$ cat src/rtl/traffic_light_4way.sv
// Moore controller for a 4-way, 2-lane left-hand-traffic intersection.
// Twelve phases: N/S straight, staggered N/S right turns, then the E/W mirror.
module traffic_light_4way #(
  parameter int unsigned T_STRAIGHT = 8,
  parameter int unsigned T_YELLOW   = 2,
  parameter int unsigned T_TURN     = 4
) (
  input  logic       clk,
  input  logic       reset,
  output logic [2:0] north_light,
  output logic       north_left_arrow,
  output logic       north_right_arrow,
  output logic [2:0] south_light,
  output logic       south_left_arrow,
  output logic       south_right_arrow,
  output logic [2:0] east_light,
  output logic       east_left_arrow,
  output logic       east_right_arrow,
  output logic [2:0] west_light,
  output logic       west_left_arrow,
  output logic       west_right_arrow
);

  localparam logic [2:0] RED = 3'b100;
  localparam logic [2:0] YEL = 3'b010;
  localparam logic [2:0] GRN = 3'b001;

  typedef enum logic [3:0] {
    NS_STRAIGHT  = 4'd0,
    S_STOPPING   = 4'd1,
    N_RIGHT_TURN = 4'd2,
    N_STOPPING   = 4'd3,
    S_RIGHT_TURN = 4'd4,
    S_YELLOW_NEW = 4'd5,
    EW_STRAIGHT  = 4'd6,
    W_STOPPING   = 4'd7,
    E_RIGHT_TURN = 4'd8,
    E_STOPPING   = 4'd9,
    W_RIGHT_TURN = 4'd10,
    W_YELLOW_NEW = 4'd11
  } state_t;

  state_t     state, state_d;
  logic [3:0] counter, counter_d;
  state_t     nxt;
  logic [4:0] dur;
  logic       legal;

  always_ff @(posedge clk or posedge reset) begin
    if (reset) begin
      state   <= NS_STRAIGHT;
      counter <= 4'd0;
    end else begin
      state   <= state_d;
      counter <= counter_d;
    end
  end

  always_comb begin
    dur               = 5'd1;
    nxt               = NS_STRAIGHT;
    legal             = 1'b1;
    north_light       = RED;
    south_light       = RED;
    east_light        = RED;
    west_light        = RED;
    north_right_arrow = 1'b0;
    south_right_arrow = 1'b0;
    east_right_arrow  = 1'b0;
    west_right_arrow  = 1'b0;
    case (state)
      NS_STRAIGHT:  begin dur = 5'(T_STRAIGHT); nxt = S_STOPPING;
                          north_light = GRN; south_light = GRN; end
      S_STOPPING:   begin dur = 5'(T_YELLOW); nxt = N_RIGHT_TURN;
                          north_light = GRN; south_light = YEL; end
      N_RIGHT_TURN: begin dur = 5'(T_TURN); nxt = N_STOPPING;
                          north_light = GRN; north_right_arrow = 1'b1; end
      N_STOPPING:   begin dur = 5'(T_YELLOW); nxt = S_RIGHT_TURN;
                          north_light = YEL; end
      S_RIGHT_TURN: begin dur = 5'(T_TURN); nxt = S_YELLOW_NEW;
                          south_light = GRN; south_right_arrow = 1'b1; end
      S_YELLOW_NEW: begin dur = 5'(T_YELLOW); nxt = EW_STRAIGHT;
                          south_light = YEL; end
      EW_STRAIGHT:  begin dur = 5'(T_STRAIGHT); nxt = W_STOPPING;
                          east_light = GRN; west_light = GRN; end
      W_STOPPING:   begin dur = 5'(T_YELLOW); nxt = E_RIGHT_TURN;
                          east_light = GRN; west_light = YEL; end
      E_RIGHT_TURN: begin dur = 5'(T_TURN); nxt = E_STOPPING;
                          east_light = GRN; east_right_arrow = 1'b1; end
      E_STOPPING:   begin dur = 5'(T_YELLOW); nxt = W_RIGHT_TURN;
                          east_light = YEL; end
      W_RIGHT_TURN: begin dur = 5'(T_TURN); nxt = W_YELLOW_NEW;
                          west_light = GRN; west_right_arrow = 1'b1; end
      W_YELLOW_NEW: begin dur = 5'(T_YELLOW); nxt = NS_STRAIGHT;
                          west_light = YEL; end
      default:      legal = 1'b0;
    endcase

    // Unreachable encodings recover to NS_STRAIGHT on the very next edge.
    if (!legal || ({1'b0, counter} == dur - 5'd1)) begin
      state_d   = nxt;
      counter_d = 4'd0;
    end else begin
      state_d   = state;
      counter_d = counter + 4'd1;
    end
  end

  // In left-hand traffic the left turn is kerbside, so it follows the green.
  assign north_left_arrow = (north_light == GRN);
  assign south_left_arrow = (south_light == GRN);
  assign east_left_arrow  = (east_light  == GRN);
  assign west_left_arrow  = (west_light  == GRN);

endmodule

$ cat config.mk
export PLATFORM = sky130hd
export DESIGN_NAME = traffic_light_4way
export DESIGN_NICKNAME = d
export VERILOG_FILES = /design/src/rtl/traffic_light_4way.sv
export SDC_FILE = /design/constraint.sdc
export NUM_CORES = 1
export LEC_CHECK = 0
export CAP_MARGIN = 20
export CORE_MARGIN = 2
export CORE_UTILIZATION = 43
export DETAILED_ROUTE_END_ITERATION = 12
export PLACE_DENSITY_LB_ADDON = 0.08
export SETUP_SLACK_MARGIN = 0.3
export SLEW_MARGIN = 30
export SYNTH_ARGS = -nofsm -noshare
export SYNTH_HDL_FRONTEND = slang
export SYNTH_SLANG_ARGS = --single-unit
export TNS_END_PERCENT = 1
$ cat constraint.sdc
create_clock -name clk -period 1.6 [get_ports clk]
set_input_delay 0.32 -clock clk [delete_from_list [all_inputs] [get_ports clk]]
set_output_delay 0.32 -clock clk [all_outputs]
set_load 0.02 [all_outputs]
# Word level (Yosys, flattened, before mapping)
# Cells that the tools add are included.
[op_classes]
add_sub_neg = 2
n_reduce_logical = 13
mux = 12
n_eq_ne = 16
[op_table]
columns = ["op", "count"]
rows = [
  ["$pmux W4 S11", 1],
  ["$pmux W3 S2", 4],
  ["$eq A4 B3 Y1 const B", 4],
  ["$eq A4 B4 Y1 const B", 4],
  ["$eq A3 B1 Y1 const B", 4],
  ["$pmux W4 S3", 1],
  ["$reduce_or A12 Y1", 1],
  ["$reduce_or A2 Y1", 5],
  ["$eq A4 B2 Y1 const B", 2],
  ["$reduce_or A3 Y1", 2],
  ["$reduce_or A6 Y1", 1],
  ["$eq A4 B5 Y1", 1],
  ["$mux W1", 5],
  ["$sub A5 B1 Y5 const B", 1],
  ["$add A4 B1 Y4 const B", 1],
  ["$eq A4 B1 Y1 const B", 1],
  ["$logic_not A4 Y1", 1],
  ["$mux W4", 1],
  ["$reduce_or A4 Y1", 1],
  ["$logic_not A1 Y1", 1],
  ["$logic_or A1 B1 Y1", 1],
]
[totals]
register_bits = 8
in_bits = 2

# Depth between registers and ports, before layout
[depth]
ltp_word = 7
ltp_mapped = 5
mapped_depth_nobuf = 4

# Worst setup path before layout
# OpenSTA, ideal clock, no wires.
[synth_timing]
path_type = "register -> output"
startpoint = "register state[2]"
endpoint = "output east_left_arrow"
setup_slack_ns = -0.239
path_stages_with_launch = 5
arrival_ns = 1.519
path_buffers = 1
path_cell_list = "dfrtp_1 -> nand2b_1 -> clkbuf_1 -> nor3_1 -> nand2b_1"
[synth_between]
elab_chain_len = 4
elab_cells_between_ends = 7
[synth_rtl]
columns = ["item", "line_no", "rtl"]
rows = [
  ["start, declared", "43", "state_t state, state_d;"],
  ["start signal, assigned", "54", "state <= state_d;"],
  ["$eq A4 B4 Y1 / $eq A4 B3 Y1 (equally long branches)", "71", "case (state)"],
  ["$reduce_or A3 Y1 (no source line)", "n/a", ""],
  ["$pmux W3 S2 *", "71", ""],
  ["$eq A3 B1 Y1 *", "112", "assign east_left_arrow = (east_light == GRN);"],
  ["end, declared", "17", "output logic east_left_arrow,"],
]
# Mark *: on every way between the ends. The rest lies on a longest branch, timed or not.

# Final worst setup path
[layout_timing]
startpoint = "register state[1]"
endpoint = "output west_right_arrow"
[layout_between]
elab_chain_len = 2
[layout_rtl]
columns = ["item", "line_no", "rtl"]
rows = [
  ["$eq A4 B4 Y1", "71", ""],
  ["$mux W1", "71", ""],
  ["end, declared", "21", "output logic west_right_arrow"],
]
# No other way between the ends.

==> metrics.cfg <==
[timing]
fin_skew_ps = 3.441
fin_crit_ps = 1625
drv_slew = 0
relSlewSlack_pct = 68.47
period_share_pct = 101.6
timing.final.hold_violations = 0
fmax_ghz = 0.6153
rsz0062_at_grt = yes
setup_viol = 9
setup_tns_ps = -141.2
worstMarginPinSlew_ps = 473.0
setup_ws_ps = -25.26

[layout]
area_delta_synth_final_pct = 85.36
fin_util_pct = 82.79
fin_nets = 122
drive_gt1_share_pct = 61.54
layout.cells.most_common_list = 22 x buf_6, 19 x buf_4, 7 x nand2b_4, 5 x dfrtp_1
diodes = 0
mostFrequentLayoutCell = buf_6

[global_routing]
grt_use_met2_pct = 38.18
first_global_vias = 710
track_usage_pct = 22.18
grt.busiest_layer = met2
grt_overflow = 0
grt_first_pass_wirelength_microns = 3091
use_met3_pct = 2.553
antenna_found_initial = 0
grt_start_max_net_pins = 11
grt_util_met1_pct = 28.49

[status]
violations = setup timing
outcome = finished, violations left

[drt]
via_per_inst = 5.511
drt-pass1-iter-count = 4
wl_microns = 2002
ant_nets = 0
routed_wire_length_per_instance_microns = 15.05
drc = 0
drt-initial-drc-count = 16
via_count = 733

[synthesis]
syn_inst = 82
synth_xor_area_share_pct = 5.395
synth-adder-area-share_pct = 1.927
synth_top_family_by_area = simple AND/OR/NAND/NOR gates
ys_ff_latch = 8
syn_nets = 85
yosys.area.top_type = dfrtp_1
syn_area_per_cell_sq_um = 7.919
synth_cell_types = 29
synth-simple-area-share_pct = 32.37
yosysSeqAreaShare_pct = 30.83
synth_compound_area_share_pct = 17.53
syn_area_sq_um = 649.4
muxShareOfSynthArea_pct = 1.541
synth_top_area_share_pct = 30.83
ys_warn_count = 0
synth_area_leaders = dfrtp_1 31%, nand2b_1 7.7%, a21oi_1 6.9%

[floorplan]
pin_count = 22
row_count = 14
core_sq_um = 1454
initial_utilization_pct = 44.66
chipWidth_microns = 42.86
die_h_microns = 42.86
die_area_sq_um = 1837

[critical_path]
cp.arrival_ps = 1310
slowest_delay_ps = 440
crit_path_max_fanout = 5
cp_slowest_cell = dfrtp_2
start_kind = flop
crit_buf_inv = 3
startpoint = state[1]$_DFFE_PP0P_
timing.rr.end = counter[2]$_DFF_PP0_
worstSetupPathType = flop to output port
reg2reg_from = state[3]$_DFFE_PP0P_
cp_top_family = buffers and inverters
cp_cell_sequence = buf_4 > buf_4 > nand2b_4 > nor2_4 > buf_4
reg2reg_depth = 6
cp_common_cell = buf_4
reg2reg_slack_ps = -20
cp.required_ps = 1280
end_kind = output port

[placed_design]
place_ws_ps = -282.2
globalplace.congestion = 0.8228
dp_hpwl_microns = 1389
io_buffers = 21

[pwr]
max-vdd-ir-drop_uv = 470.6
p_leak_nw = 0.5508
p_per_area_nw_per_um2 = 300.4

[clock_network]
clk_pin_slew_ps = 50
cts_buffer_depth = 2
htree_levels = 1
cts_buffers = 3
cts_hold_buf = 0
cts_root_buffer = clkbuf_4
cts_sinks = 8
worstSkewPairLatency_ps = 250
cts_tree = yes

[job]
maxCapViolations = 0

[worst_hold_path]
hp-class = input pin to asynchronous set/reset pin

-- kinds of logic after synthesis --
logic type | count (synthesis)
simple gates | 37
flops | 8
fa+ha+maj | 1
mux | 1
compound gates | 19
buf+inv | 12
xor+xnor | 4
-- sequential cells by signal, indices dropped and copies added (netlist names) --
register / flops
counter: 4
state: 4
-- repair_timing --
| action | 4_1_cts | 5_1_grt |
|---|---|---|
| resized for setup | 118 | 15 |
| setup endpoints to repair | 25 | 26 |
| pin swaps | 10 | 5 |
| buffers inserted | 2 | 2 |
-- cell type report --
cell class,instances,area (sq um)
clock buffer,3,22.52
multi-input combinational,62,549.3
timing repair buffer,42,400.4
fill,79,250.2
sequential,8,203.9
inverter,2,7.507
tap,16,20.02
-- how the worst max path moves through the flow --
stage,slack (ps),to,cells after the start
after floorplan,80,north_left_arrow,4
after global placement,-240,north_light[0],3
after detailed placement,-280,north_right_arrow,3
after CTS,-90,east_light[2],4
after global routing,-120,counter[2]$_DFF_PP0_,6
final,-30,west_right_arrow,5
-- Yosys cell counts --
master,instances
a21oi_1,9
dfrtp_1,8
nand2b_1,8
nor2_1,7
nor3_1,5
clkbuf_1,4
nand2_1,4
xor2_1,4
buf_2,3
nor2b_1,3
o21ai_0,3
buf_6,2
inv_1,2
nand3_1,2
nand3b_1,2
nand4_1,2
or2_2,2
a211oi_1,1
a21boi_1,1
a222oi_1,1
a22oi_1,1
buf_4,1
ha_1,1
mux2i_1,1
nand2b_4,1
o21a_1,1
o22ai_1,1
o31ai_1,1
or4_4,1
-- where the power goes --
group | internal (W) | leakage, nW | total, W | switching [W]
combinational | 0.00000227 | 0.438 | 0.00000609 | 0.00000382
clock | 0.0000857 | 0.0138 | 0.000153 | 0.0000672
sequential | 0.000203 | 0.0989 | 0.000203 | 0
-- per-stage QoR --
stage	power (W)	instance area, sq um	hold WS (ps)	std cells
2_1_floorplan	0.0002092	808.3	135.7	82
3_3_place_gp	0.0002124	1084	475.5	126
3_5_place_dp	0.0002126	1084	470.8	126
4_1_cts	0.0003639	1135	316.1	131
5_1_grt	0.0003786	1204	336.2	133
6_report	0.0003616	1204	300.6	133
-- layer usage --
layer	share of wire, %	routed length, microns
met1	45	896
met2	52	1044
met3	2.0	40
met4	1.0	20
met5	0	0
No activity file was read; power rests on OpenSTA's default activity.
